==> src/rtl/seg7_scan_driver.sv <==
// Eight-digit common-anode 7-seg scanner with anti-ghost blanking, BCD decode and whole-display blink.
// Latency: 1 clock from digit/state change to an_n/seg_n/dp_n; free-running, no backpressure.
module seg7_scan_driver #(
  parameter int REFRESH_DIV  = 100_000,
  parameter int BLANK_CYCLES = 1_000,
  parameter int BLINK_DIV    = 25_000_000
) (
  input  logic       clk,
  input  logic       rst_n,
  input  logic [3:0] d7,
  input  logic [3:0] d6,
  input  logic [3:0] d5,
  input  logic [3:0] d4,
  input  logic [3:0] d3,
  input  logic [3:0] d2,
  input  logic [3:0] d1,
  input  logic [3:0] d0,
  input  logic [7:0] dp_en,
  input  logic       blink,
  output logic [7:0] an_n,
  output logic [6:0] seg_n,
  output logic       dp_n
);

  localparam int RW = (REFRESH_DIV > 1) ? $clog2(REFRESH_DIV) : 1;
  localparam int BW = (BLINK_DIV > 1) ? $clog2(BLINK_DIV) : 1;

  localparam logic [RW-1:0] REF_LAST  = RW'(REFRESH_DIV - 1);
  localparam logic [RW-1:0] BLANK_END = RW'(BLANK_CYCLES);
  localparam logic [BW-1:0] BLK_LAST  = BW'(BLINK_DIV - 1);

  typedef struct packed {
    logic [7:0] an_n;
    logic [6:0] seg_n;
    logic       dp_n;
  } disp_t;

  localparam disp_t DISP_OFF = '{an_n: 8'hFF, seg_n: 7'h7F, dp_n: 1'b1};

  logic [RW-1:0] ref_cnt;
  logic [2:0]    idx;
  logic [BW-1:0] blk_cnt;
  logic          phase;
  logic          ref_wrap;
  logic          blanked;
  logic [3:0]    cur_digit;
  disp_t         disp_d;
  disp_t         disp_q;

  function automatic logic [6:0] decode(input logic [3:0] v);
    logic [6:0] s;
    case (v)
      4'd0:    s = 7'h40;
      4'd1:    s = 7'h79;
      4'd2:    s = 7'h24;
      4'd3:    s = 7'h30;
      4'd4:    s = 7'h19;
      4'd5:    s = 7'h12;
      4'd6:    s = 7'h02;
      4'd7:    s = 7'h78;
      4'd8:    s = 7'h00;
      4'd9:    s = 7'h10;
      default: s = 7'h7F;
    endcase
    return s;
  endfunction

  assign ref_wrap = (ref_cnt == REF_LAST);

  // Slot timing: idx only moves on the wrap edge, so the new slot always opens blanked.
  always_ff @(posedge clk or negedge rst_n) begin
    if (!rst_n) begin
      ref_cnt <= '0;
      idx     <= 3'd0;
    end else if (ref_wrap) begin
      ref_cnt <= '0;
      idx     <= idx + 3'd1;
    end else begin
      ref_cnt <= ref_cnt + 1'b1;
    end
  end

  // Blink phase: held "on" whenever blink is low so re-enabling never starts dark.
  always_ff @(posedge clk or negedge rst_n) begin
    if (!rst_n) begin
      blk_cnt <= '0;
      phase   <= 1'b1;
    end else if (!blink) begin
      blk_cnt <= '0;
      phase   <= 1'b1;
    end else if (blk_cnt == BLK_LAST) begin
      blk_cnt <= '0;
      phase   <= ~phase;
    end else begin
      blk_cnt <= blk_cnt + 1'b1;
    end
  end

  always_comb begin
    cur_digit = 4'hF;
    case (idx)
      3'd0:    cur_digit = d0;
      3'd1:    cur_digit = d1;
      3'd2:    cur_digit = d2;
      3'd3:    cur_digit = d3;
      3'd4:    cur_digit = d4;
      3'd5:    cur_digit = d5;
      3'd6:    cur_digit = d6;
      3'd7:    cur_digit = d7;
      default: cur_digit = 4'hF;
    endcase
  end

  assign blanked = (ref_cnt < BLANK_END) || !phase;

  always_comb begin
    disp_d       = DISP_OFF;
    disp_d.seg_n = decode(cur_digit);
    if (!blanked) begin
      disp_d.an_n = ~(8'h01 << idx);
      disp_d.dp_n = ~dp_en[idx];
    end
  end

  // One register for all three fields keeps anodes and cathodes on the same edge.
  always_ff @(posedge clk or negedge rst_n) begin
    if (!rst_n) begin
      disp_q <= DISP_OFF;
    end else begin
      disp_q <= disp_d;
    end
  end

  assign an_n  = disp_q.an_n;
  assign seg_n = disp_q.seg_n;
  assign dp_n  = disp_q.dp_n;

endmodule

==> config.mk <==
export PLATFORM = sky130hd
export DESIGN_NAME = seg7_scan_driver
export DESIGN_NICKNAME = d
export VERILOG_FILES = /design/src/rtl/seg7_scan_driver.sv
export SDC_FILE = /design/constraint.sdc
export NUM_CORES = 1
export LEC_CHECK = 0
export BUFFER_PORTS_ARGS = -buffer_cell sky130_fd_sc_hd__buf_2
export CAP_MARGIN = 20
export CORE_MARGIN = 5
export CORE_UTILIZATION = 55
export CTS_CLUSTER_DIAMETER = 50
export CTS_CLUSTER_SIZE = 25
export DETAILED_ROUTE_END_ITERATION = 6
export PLACE_DENSITY = 0.79
export SLEW_MARGIN = 40
export SYNTH_ARGS = -nofsm -noshare
export SYNTH_HDL_FRONTEND = slang
export SYNTH_SLANG_ARGS = --single-unit
==> constraint.sdc <==
create_clock -name clk -period 3.65 [get_ports clk]
set_input_delay 0.5475 -clock clk [delete_from_list [all_inputs] [get_ports clk]]
set_output_delay 0.5475 -clock clk [all_outputs]
set_load 0.05 [all_outputs]
==> results.txt <==
WL/cell - 15.2 um
Ant diodes - 0
Largest net degree at the start of global routing - 41
Gr ovfl total - 0
Initial Util - 57.2%
CP peak stage delay - 590 ps
Hpwl dp - 4810 um
Final WL - 6790 um
Post-Synthesis Cell Area - 0.00319 mm2
Fin cells - 445
Unique cell type count in the Yosys netlist - 49
Yosys top cell area share - 35.3%
Required time of the critical path - 3920 ps
CTS Hold Bufs - 0
Slew Limit Fails - 0
Outcome - finished, final reports clean
Clock skew - 7.61 ps
PwrDens - 396 mW/mm2
Min-delay worst type - input port to asynchronous set/reset pin
Post-synthesis async set-or-reset flop share - 100%
Post-CTS Setup Inserts - 0
Peak supply drop - 0.288 mV
Row count - 27
Antenna violations before repair - 0
Worst-path cell chain - inv_1, ha_1, or4_4, or2_4, o22ai_2, inv_1, ha_1, o32a_2
Routed Antenna Nets - 0
Min cycle time layout - 2980 ps
Final #Nets - 422
First-pass GRT wire length - 11600 um
Yosys top cell by area - dfrtp_1
Avg Inst Size Synth - 10.5 um2
Post-cts gate resize count - 0
Worst EP arrival - 3250 ps
FMAX - 336 MHz
Post-synth EDFFs - 0
Worst-path clk slew - 70 ps
CP max FO - 12
Placed Cells - 429
H-Tree Depth - 3
CTS buffer count - 9
Yosys warnings - 0
Top-count cell post-synth - dfrtp_1
Final TNS setup - 0 ps
CTS Buffer Depth - 2
Seq/Total Area, Yosys - 49.4%
Setup crit end kind - register
Slowest cell on the critical path - or4_4
Worst slew margin - 45.4%
Final core occ - 67.7%
Vias per inst - 5.61
Via count of the routed design - 2498
Period Utilization, post-route - 81.6%
Top post-synthesis cells by area - dfrtp_1, dfstp_2, xnor2_1
Yosys reg bits - 62
I/O pin cnt - 59
Top cells by count, synth - dfrtp_1, nor2_1, nand2_1
Root Buffer - clkbuf_8
P&R area growth vs syn - 18.5%
Worst hold slack - 177 ps
Clk_lat worst skew - 340 ps
Dpl ws - 719 ps
First drt pass iteration count - 6
Setup-failing EPs final - 0
Critical Path Start Type - register
Fin worst setup slack - 670 ps
TritonCTS clock tree - yes
CP Class - register to register
Drt drc - 0
Worst Tran Pin Value - 816 ps
Final GP Congestion - 0.951
Leakage - 1.61 nW
Number of max-cap violations - 0
PortBufs - 58
DR iter-0 viols - 135
RSZ-0062 raised after global routing - no
DIE AREA - 0.00742 mm2
TritonCTS Sinks - 62
Post-Syn Instances - 304
Die H - 86.1 um
Vias in the first global route - 2516
GRT Overall Usage - 19.7%
Final hold viol count - 0
Top_reg_cell synth - dfrtp_1
Die W - 86.1 um
Core Region - 0.00557 mm2
Syn Nets - 358
Layout cells sized above 1 - 30.3%
-- where the power goes --
part	total (mW)	internal, mW	switching, mW
Sequential	0.707	0.702	0.00496
Clock	0.683	0.403	0.280
Combinational	0.107	0.0383	0.0689
-- final timing paths --
| kind | start | to | slack (ps) | depth (start not counted) |
|---|---|---|---|---|
| min in group clk | blink | phase$_DFFE_PN1P_ | 370 | 2 |
| min reg2reg | ref_cnt[12]$_DFF_PN0_ | ref_cnt[12]$_DFF_PN0_ | 490 | 1 |
| min | rst_n | blk_cnt[7]$_DFF_PN0_ | 180 | 1 |
| max | idx[2]$_DFFE_PN0N_ | seg_n[5]$_DFF_PN1_ | 670 | 8 |
| max in group asynchronous | rst_n | an_n[1]$_DFF_PN1_ | 2570 | 2 |
| max reg2reg | idx[2]$_DFFE_PN0N_ | seg_n[5]$_DFF_PN1_ | 670 | 8 |
-- metrics by stage --
step                      cell area (um2)  power, mW
after floorplan                      3190      0.776
after global placement               3550      0.825
after detailed placement             3550      0.827
after CTS                            3780       1.51
after global routing                 3780       1.56
final                                3780       1.50
-- placed cells by master (no fill, tap or decap), types with 7 or more instances in the layout --
cell	synthesis	final
nand2_1	34	34
nor3_1	8	8
buf_2	2	58
and3_1	7	7
clkbuf_8	0	10
ha_1	11	11
dfrtp_1	45	45
dfstp_2	17	17
nor2_1	39	39
o21ai_0	11	11
nand3_1	19	19
xor2_1	17	17
xnor2_1	20	20
-- layer usage --
layer	track usage, %	vias up	routed length [um]
met2	29.9	69	3260
met3	6.53	14	350
met4	5.90	0	84
met1	26.9	1213	3090
li1	-	1202	-
met5	0	-	0
-- critical path: cells and delay by family, from the launching register on --
kind	cells	cell delay, ps
and+or+nand+nor	2	890
buffers and inverters	2	260
adders and majority gates	2	530
DFF	1	560
AOI/OAI and AO/OA	2	670
-- cell families after synthesis --
family / synth area share (%)
AO/OA/AOI/OAI: 10.4
XOR/XNOR: 10.2
adder cells (fa/ha/maj): 4.32
buffers and inverters: 1.85
flip-flops: 49.4
multiplexers: 2.75
AND/OR/NAND/NOR: 21.2
-- area by class of cell --
cell class                      instances  area (um2)
Multi-Input combinational cell        229        1560
Clock inverter                          5        82.6
Inverter                                6        22.5
Tap cell                               72        90.1
Fill cell                             430        1800
Clock buffer                           11         141
Sequential cell                        62        1570
Timing Repair Buffer                   60         305
-- sequential cells by signal (all words and copies together) (netlist names) --
register  flops
blk_cnt      25
ref_cnt      17
an_n          8
seg_n         7
idx           3
dp_n          1
phase         1
No activity file was read; power rests on OpenSTA's default activity.
